File: src/rtl/adc_i2c_pkg.sv
// Shared types and constants for the ADC I2C target and the matching master block.
// Latency: n/a (declarations only).
// Backpressure: n/a.
package adc_i2c_pkg;

  // Target FSM states; the master block reuses the bus constants below.
  typedef enum logic [2:0] {
    IDLE,
    ADDR,
    ADDR_ACK,
    WR_BYTE,
    WR_ACK,
    RD_BYTE,
    RD_ACK,
    IGNORE
  } i2c_tgt_state_t;

  localparam logic [6:0] ADC_DEV_ADDR = 7'b0101000;
  localparam logic [1:0] ADC_RD_HDR   = 2'b00;
  localparam logic       I2C_ACK      = 1'b0;
  localparam logic       I2C_NACK     = 1'b1;

  // Two-byte read word as the converter presents it: header, channel, 12-bit result.
  function automatic logic [15:0] adc_rd_word(input logic [1:0] channel,
                                              input logic [11:0] data);
    return {ADC_RD_HDR, channel, data};
  endfunction

endpackage

File: src/rtl/adc_i2c_target_if.sv
// Pin and sample-source bundle for the ADC I2C target.
// Latency: n/a (wiring only).
// Backpressure: n/a; the target side never stalls the bus or the sample source.
interface adc_i2c_target_if;

  logic        scl_in;
  logic        sda_in;
  logic        sda_oe;
  logic [11:0] sample_data;
  logic [1:0]  sample_channel;
  logic        sample_req;
  logic [7:0]  config_reg;
  logic        config_wr;
  logic        busy;

  // Target view: pads and sample source in, SDA drive and status out.
  modport slave (
    input  scl_in, sda_in, sample_data, sample_channel,
    output sda_oe, sample_req, config_reg, config_wr, busy
  );

  // Bus master / sample source view.
  modport master (
    output scl_in, sda_in, sample_data, sample_channel,
    input  sda_oe, sample_req, config_reg, config_wr, busy
  );

endinterface

File: src/rtl/i2c_bus_sync.sv
// Synchronizes raw SCL/SDA and derives SCL edges plus START/STOP conditions.
// Latency: SYNC_STAGES clk from pad to sda_s; edge/condition strobes one-clk wide at that point.
// Backpressure: none; free-running sampler.
module i2c_bus_sync #(
  parameter int SYNC_STAGES = 2  // must be at least 2
) (
  input  logic clk,
  input  logic scl_in,
  input  logic sda_in,
  output logic scl_rise,
  output logic scl_fall,
  output logic sda_s,
  output logic start_det,
  output logic stop_det
);

  logic [SYNC_STAGES-1:0] scl_sync;
  logic [SYNC_STAGES-1:0] sda_sync;
  logic                   scl_hist;
  logic                   sda_hist;
  logic                   scl_s;

  // Synchronizer chains plus one history flop per line. They keep sampling
  // through reset so that, once reset lifts, the history reflects the real bus
  // and a mid-transfer data bit cannot be mistaken for a START.
  always_ff @(posedge clk) begin
    scl_sync <= {scl_sync[SYNC_STAGES-2:0], scl_in};
    sda_sync <= {sda_sync[SYNC_STAGES-2:0], sda_in};
    scl_hist <= scl_sync[SYNC_STAGES-1];
    sda_hist <= sda_sync[SYNC_STAGES-1];
  end

  assign scl_s = scl_sync[SYNC_STAGES-1];
  assign sda_s = sda_sync[SYNC_STAGES-1];

  assign scl_rise  = scl_s & ~scl_hist;
  assign scl_fall  = ~scl_s & scl_hist;
  // SDA transitions are only legal with SCL low, so any SDA edge seen while
  // SCL is high on both samples is a bus condition.
  assign start_det = scl_s & scl_hist & sda_hist & ~sda_s;
  assign stop_det  = scl_s & scl_hist & ~sda_hist & sda_s;

endmodule

File: src/rtl/adc_i2c_target.sv
// I2C target emulating the board ADC: config byte on writes, 12-bit samples on reads.
// Latency: SDA drive registered 1 clk after the synchronized SCL fall (SYNC_STAGES+1 clk from pad).
// Backpressure: none; no clock stretching, sample source read only in the sample_req cycle.
module adc_i2c_target
  import adc_i2c_pkg::*;
#(
  parameter logic [6:0] DEV_ADDR    = ADC_DEV_ADDR,
  parameter logic [7:0] CONF_RST    = 8'h00,
  parameter int         SYNC_STAGES = 2
) (
  input  logic             clk,
  input  logic             rst,
  adc_i2c_target_if.slave  bus
);

  logic scl_rise;
  logic scl_fall;
  logic sda_s;
  logic start_det;
  logic stop_det;

  i2c_bus_sync #(
    .SYNC_STAGES (SYNC_STAGES)
  ) u_sync (
    .clk       (clk),
    .scl_in    (bus.scl_in),
    .sda_in    (bus.sda_in),
    .scl_rise  (scl_rise),
    .scl_fall  (scl_fall),
    .sda_s     (sda_s),
    .start_det (start_det),
    .stop_det  (stop_det)
  );

  i2c_tgt_state_t state;
  logic [2:0]     bit_cnt;     // bits seen in the current byte, wraps at the boundary
  logic [6:0]     shift;       // first seven bits of an incoming byte
  logic           rw;          // R/W bit of the last matched address
  logic           ack_held;    // ACK phases: first fall already handled
  logic [15:0]    tx;          // latched read word
  logic           byte_idx;    // 0 = high byte of tx, 1 = low byte
  logic           sda_oe;
  logic           sample_req;
  logic           config_wr;
  logic [7:0]     config_reg;
  logic           busy;

  logic [7:0]     rx_byte;
  logic [7:0]     cur_byte;
  logic [15:0]    new_tx;

  // Byte completed by the bit being sampled right now.
  assign rx_byte  = {shift, sda_s};
  assign cur_byte = byte_idx ? tx[7:0] : tx[15:8];
  assign new_tx   = adc_rd_word(bus.sample_channel, bus.sample_data);

  // Target protocol FSM; START/STOP override any bit-level activity.
  always_ff @(posedge clk) begin
    if (!rst) begin
      state      <= IDLE;
      bit_cnt    <= 3'd0;
      shift      <= 7'd0;
      rw         <= 1'b0;
      ack_held   <= 1'b0;
      tx         <= 16'd0;
      byte_idx   <= 1'b0;
      sda_oe     <= 1'b0;
      sample_req <= 1'b0;
      config_wr  <= 1'b0;
      config_reg <= CONF_RST;
      busy       <= 1'b0;
    end else begin
      sample_req <= 1'b0;
      config_wr  <= 1'b0;
      if (start_det) begin
        // Plain or repeated START: always restart address reception.
        state    <= ADDR;
        bit_cnt  <= 3'd0;
        ack_held <= 1'b0;
        sda_oe   <= 1'b0;
        busy     <= 1'b1;
      end else if (stop_det) begin
        state    <= IDLE;
        ack_held <= 1'b0;
        sda_oe   <= 1'b0;
        busy     <= 1'b0;
      end else begin
        case (state)
          ADDR: begin
            if (scl_rise) begin
              shift   <= rx_byte[6:0];
              bit_cnt <= bit_cnt + 3'd1;
              if (bit_cnt == 3'd7) begin
                rw <= sda_s;
                if (rx_byte[7:1] == DEV_ADDR) begin
                  state    <= ADDR_ACK;
                  ack_held <= 1'b0;
                end else begin
                  // Someone else's transfer: stay off the bus until STOP/START.
                  state <= IGNORE;
                  busy  <= 1'b0;
                end
              end
            end
          end

          ADDR_ACK: begin
            if (scl_fall) begin
              if (!ack_held) begin
                sda_oe   <= ~I2C_ACK;
                ack_held <= 1'b1;
              end else begin
                ack_held <= 1'b0;
                bit_cnt  <= 3'd0;
                if (!rw) begin
                  sda_oe <= 1'b0;
                  state  <= WR_BYTE;
                end else begin
                  // Latch the sample here and put its MSB on the line at once.
                  tx         <= new_tx;
                  sample_req <= 1'b1;
                  byte_idx   <= 1'b0;
                  sda_oe     <= ~new_tx[15];
                  state      <= RD_BYTE;
                end
              end
            end
          end

          WR_BYTE: begin
            if (scl_rise) begin
              shift   <= rx_byte[6:0];
              bit_cnt <= bit_cnt + 3'd1;
              if (bit_cnt == 3'd7) begin
                config_reg <= rx_byte;
                config_wr  <= 1'b1;
                state      <= WR_ACK;
                ack_held   <= 1'b0;
              end
            end
          end

          WR_ACK: begin
            if (scl_fall) begin
              if (!ack_held) begin
                sda_oe   <= ~I2C_ACK;
                ack_held <= 1'b1;
              end else begin
                ack_held <= 1'b0;
                sda_oe   <= 1'b0;
                bit_cnt  <= 3'd0;
                state    <= WR_BYTE;
              end
            end
          end

          RD_BYTE: begin
            // bit_cnt counts bits the master has sampled; it is back at zero
            // on the fall that follows the eighth bit.
            if (scl_rise) begin
              bit_cnt <= bit_cnt + 3'd1;
            end else if (scl_fall) begin
              if (bit_cnt == 3'd0) begin
                sda_oe   <= 1'b0;
                ack_held <= 1'b0;
                state    <= RD_ACK;
              end else begin
                sda_oe <= ~cur_byte[3'd7 - bit_cnt];
              end
            end
          end

          RD_ACK: begin
            if (scl_rise && !ack_held) begin
              if (sda_s == I2C_ACK) begin
                ack_held <= 1'b1;
              end else begin
                sda_oe <= 1'b0;
                state  <= IGNORE;
              end
            end else if (scl_fall && ack_held) begin
              ack_held <= 1'b0;
              bit_cnt  <= 3'd0;
              state    <= RD_BYTE;
              if (byte_idx) begin
                // Low byte acknowledged: continuous read of a fresh sample.
                tx         <= new_tx;
                sample_req <= 1'b1;
                byte_idx   <= 1'b0;
                sda_oe     <= ~new_tx[15];
              end else begin
                byte_idx <= 1'b1;
                sda_oe   <= ~tx[7];
              end
            end
          end

          IGNORE: begin
            sda_oe <= 1'b0;
          end

          default: begin
            sda_oe <= 1'b0;
          end
        endcase
      end
    end
  end

  assign bus.sda_oe     = sda_oe;
  assign bus.sample_req = sample_req;
  assign bus.config_wr  = config_wr;
  assign bus.config_reg = config_reg;
  assign bus.busy       = busy;

endmodule

File: src/flat_wrapper.sv
// flat-port wrapper written by rule: the top's interface ports become plain ports
module adc_i2c_target_flat import adc_i2c_pkg::*;
#(
  parameter logic [6:0] DEV_ADDR    = ADC_DEV_ADDR,
  parameter logic [7:0] CONF_RST    = 8'h00,
  parameter int         SYNC_STAGES = 2
)
  (clk, rst, bus_scl_in, bus_sda_in, bus_sample_data, bus_sample_channel, bus_sda_oe, bus_sample_req, bus_config_reg, bus_config_wr, bus_busy);
  adc_i2c_target_if bus_i ();
  input  logic clk;
  input  logic rst;
  input wire logic [$bits(bus_i.scl_in)-1:0] bus_scl_in;
  input wire logic [$bits(bus_i.sda_in)-1:0] bus_sda_in;
  input wire logic [$bits(bus_i.sample_data)-1:0] bus_sample_data;
  input wire logic [$bits(bus_i.sample_channel)-1:0] bus_sample_channel;
  output wire logic [$bits(bus_i.sda_oe)-1:0] bus_sda_oe;
  output wire logic [$bits(bus_i.sample_req)-1:0] bus_sample_req;
  output wire logic [$bits(bus_i.config_reg)-1:0] bus_config_reg;
  output wire logic [$bits(bus_i.config_wr)-1:0] bus_config_wr;
  output wire logic [$bits(bus_i.busy)-1:0] bus_busy;
  assign bus_i.scl_in = bus_scl_in;
  assign bus_i.sda_in = bus_sda_in;
  assign bus_i.sample_data = bus_sample_data;
  assign bus_i.sample_channel = bus_sample_channel;
  assign bus_sda_oe = bus_i.sda_oe;
  assign bus_sample_req = bus_i.sample_req;
  assign bus_config_reg = bus_i.config_reg;
  assign bus_config_wr = bus_i.config_wr;
  assign bus_busy = bus_i.busy;
  adc_i2c_target #(.DEV_ADDR(DEV_ADDR), .CONF_RST(CONF_RST), .SYNC_STAGES(SYNC_STAGES)) u_core (.clk(clk), .rst(rst), .bus(bus_i));
endmodule
File: config.mk
export PLATFORM = sky130hd
export DESIGN_NAME = adc_i2c_target_flat
export DESIGN_NICKNAME = d
export VERILOG_FILES = /design/src/rtl/adc_i2c_pkg.sv /design/src/rtl/adc_i2c_target_if.sv /design/src/rtl/i2c_bus_sync.sv /design/src/rtl/adc_i2c_target.sv /design/src/flat_wrapper.sv
export SDC_FILE = /design/constraint.sdc
export NUM_CORES = 1
export LEC_CHECK = 0
export CAP_MARGIN = 20
export CORE_MARGIN = 2
export CORE_UTILIZATION = 52
export CTS_BUF_LIST = sky130_fd_sc_hd__clkbuf_8
export CTS_CLUSTER_SIZE = 10
export DETAILED_ROUTE_END_ITERATION = 6
export PLACE_DENSITY = 0.83
export SETUP_SLACK_MARGIN = 0.02
export SYNTH_ARGS = -nofsm -noshare
export SYNTH_HDL_FRONTEND = slang
export SYNTH_SLANG_ARGS = --single-unit
File: constraint.sdc
create_clock -name clk -period 2 [get_ports clk]
set_clock_uncertainty 0.2 [all_clocks]
set_input_delay 0.5 -clock clk [delete_from_list [all_inputs] [get_ports clk]]
set_output_delay 0.5 -clock clk [all_outputs]
set_load 0.1 [all_outputs]
==> results of run 1 <==
-- power breakdown --
group / switching, uW / total [uW] / internal (uW)
Clock: 359 / 614 / 255
Combinational: 446 / 803 / 357
Sequential: 63.7 / 1060 / 995
-- area by class of cell --
| class | instances | area (um2) |
|---|---|---|
| multi-input cells | 192 | 1404 |
| fillers | 317 | 1295 |
| flip-flops and latches | 48 | 963.4 |
| repair buffers | 51 | 600.6 |
| clock buffers | 5 | 68.82 |
| well taps | 52 | 65.06 |
| clock inverters | 3 | 25.02 |
| inverters | 6 | 22.52 |
-- through the flow --
step                std cells  total power (uW)  hold slack (ps)
CTS                       357              2445            135.8
floorplan                 261              1572            109.6
global route              357              2617            152.7
detailed placement        349              1832            112.1
global placement          349              1826            115.2
finish                    357              2476            134.4
-- Yosys cell counts, types with 2 or more instances --
library cell / instances / share of area, %
dfxtp_1: 48 / 39
mux2i_1: 29 / 12
nor2b_1: 27 / 6.9
nand2_1: 26 / 4.0
o21ai_0: 13 / 2.7
nor2_1: 11 / 1.7
a21boi_0: 8 / 2.5
clkbuf_1: 7 / 1.1
nand3_1: 7 / 1.4
buf_2: 6 / 1.2
a21oi_1: 5 / 1.0
inv_1: 5 / 0.77
nand2b_1: 5 / 1.3
o311ai_0: 4 / 1.4
a31oi_1: 3 / 0.77
ha_1: 3 / 1.5
or3_1: 3 / 0.77
and2b_1: 2 / 0.62
and3_1: 2 / 0.51
maj3_1: 2 / 0.82
mux4_1: 2 / 2.2
nand4b_1: 2 / 0.72
nor3_1: 2 / 0.41
nor3b_1: 2 / 0.62
o21ai_1: 2 / 0.41
o2bb2ai_1: 2 / 0.72
o311ai_1: 2 / 0.72
or2_2: 2 / 0.51
-- per-layer routing --
metal / share of wire, % / up-vias
li1: - / 1016
met1: 44 / 949
met2: 48 / 77
met3: 5.0 / 19
met4: 3.4 / 0
met5: 0 / -
-- cell families after synthesis --
| kind of cell | Yosys count |
|---|---|
| simple gates | 102 |
| compound gates | 50 |
| flops | 48 |
| mux | 34 |
| buf+inv | 21 |
| fa+ha+maj | 5 |
| xor+xnor | 1 |
-- worst max-delay path by stage --
stage / startpoint / end / slack (ps)
final: u_core.u_sync.scl_hist / u_core.state[0] / 90
after global routing: u_core.bit_cnt[1] / u_core.ack_held / 10
after CTS: u_core.bit_cnt[1] / u_core.ack_held / 80
after detailed placement: u_core.bit_cnt[1] / u_core.ack_held / 30
after global placement: u_core.bit_cnt[1] / u_core.ack_held / 70
after floorplan: u_core.bit_cnt[0] / u_core.ack_held / 100
-- critical path, cell delays in order, from the launching register on --
cell     delay, ps
dfxtp_1        380
and3b_4        210
or4_4          520
o211a_1        160
a21oi_2        160
mux2i_1        200
-- timing repair --
| action | 4_1_cts | 5_1_grt |
|---|---|---|
| gates cloned | 0 | 0 |
| setup endpoints to repair | 1 | 8 |
| resized for setup | 1 | 6 |
==> flow_metrics.tcl, run 1 <==
set metrics [dict create \
    status "completed" \
    setup_viol 0 \
    maxCapViolCount 0 \
    syn-cell-area_mm2 0.002440 \
    min_from "u_core.u_sync.sda_sync[0]" \
    synthSimpleGateAreaFrac_pct 23.79 \
    post-route-period-util_pct 95.51 \
    drtAntennaViolNets 0 \
    rsz0062_at_grt "yes" \
    cp.required_ps 2040 \
    hold_path_end "u_core.u_sync.sda_sync[1]" \
    fin_nets 325 \
    htree_levels 2 \
    start_kind "register" \
    clk_pin_slew_ps 100 \
    drt-initial-drc-count 284 \
    gp_congestion 0.9782 \
    grt.met3_usage_pct 3.472 \
    ios 30 \
    drv_slew 0 \
    grt_overflow_total 0 \
    period_needed_ps 1910 \
    yosysSeqAreaShare_pct 39.38 \
    syn-num-nets 282 \
    vias_per_cell 5.773 \
    placed_area_mm2 0.003030 \
    largest_register_ffs 14 \
    die_h_um 72.50 \
    rr_startpoint "u_core.u_sync.scl_hist" \
    fin_tns_setup_ps 0 \
    setup_slack_ps 89.82 \
    postCtsHoldBufs 0 \
    muxShareOfSynthArea_pct 15.90 \
    grt_first_pass_wirelength_um 9197 \
    worstHoldPathType "register to register" \
    grt_use_met2_pct 36.39 \
    hold_violations 0 \
    synth.avg_cell_area_um2 9.348 \
    ir_drop_mv 0.5479 \
    clock_latency_ps 310 \
    min_path_cells 0 \
    mostFrequentLayoutCell "dfxtp_1" \
    final_cell_mix "dfxtp_1 (46), mux2i_1 (29), nor2b_1 (27)" \
    grt_use_met1_pct 28.81 \
    row_count 24 \
    reg2regPathDepth 5 \
    cts_sinks 48 \
    max_slew_margin_pct 69.94 \
    yosys_warnings 0 \
    yosysUniqueCellTypes 57 \
    drcViolationCount 0 \
    power.density_mw_per_mm2 786.3 \
    cts_setup_buffers 0 \
    timing.rr.end "u_core.state[0]" \
    antenna_found_initial 0 \
    arrival_ps 1950 \
    synthCells 261 \
    critical_path_class "register to register" \
    cts-root-buf "clkbuf_8" \
    total_leakage_power_uw 0.001167 \
    worstSetupEndpointType "register" \
    dominantRegCellSynth "dfxtp_1" \
    synth_adder_area_share_pct 2.359 \
    crit_fanout 7 \
    max_clock_freq_mhz 523.5 \
    worstMarginPinSlew_ps 445.3 \
    synth.ff_latch_count 48 \
    drtPass1Iterations 4 \
    syn_to_final_growth_pct 29.08 \
    cts_tree "yes" \
    port_buffers 29 \
    synth_top_family_by_area "simple AND/OR/NAND/NOR gates" \
    rrSetupSlack_ps 90 \
    clk_path_buf_depth 2 \
    synth-compound-area-share_pct 14.21 \
    dpl.hpwl_um 3888 \
    wl_per_cell_um 15.03 \
    die_area_mm2 0.005256 \
    antenna_cells 0 \
    die-width_um 72.50 \
    fin_area_mm2 0.003149 \
    async_flop_share_pct 0 \
    wl_um 5365 \
    place_ws_ps 29.56 \
    grt.busiest_layer "met2" \
    route.vias.total 2061 \
    core-area_mm2 0.004444 \
    start_util_pct 54.90 \
    track_usage_pct 22.21 \
    numCtsBuffers 5 \
    synth_xor_xnor_area_share_pct 0.3590 \
    first_global_vias 2059 \
    grt_max_degree 24 \
    synth_enable_flop_cells 0 \
    drive_above_1_share_pct 20.00 \
    utilization_pct 70.86 \
]
No activity file was read; power rests on OpenSTA's default activity.
==> run 2, diff against run 1 <==
--- a/config.mk
+++ b/config.mk
@@ -16,3 +16,4 @@
 export SYNTH_ARGS = -nofsm -noshare
 export SYNTH_HDL_FRONTEND = slang
 export SYNTH_SLANG_ARGS = --single-unit
+export TNS_END_PERCENT = 1
==> results of run 2 <==
Final layout, timing and power as in run 1 (identical DEF).
==> run 3, diff against run 2 <==
--- a/config.mk
+++ b/config.mk
@@ -5,7 +5,7 @@
 export SDC_FILE = /design/constraint.sdc
 export NUM_CORES = 1
 export LEC_CHECK = 0
-export CAP_MARGIN = 20
+export CAP_MARGIN = 30
 export CORE_MARGIN = 2
 export CORE_UTILIZATION = 52
 export CTS_BUF_LIST = sky130_fd_sc_hd__clkbuf_8
==> results of run 3 <==
Final layout, timing and power as in run 1 (identical DEF).
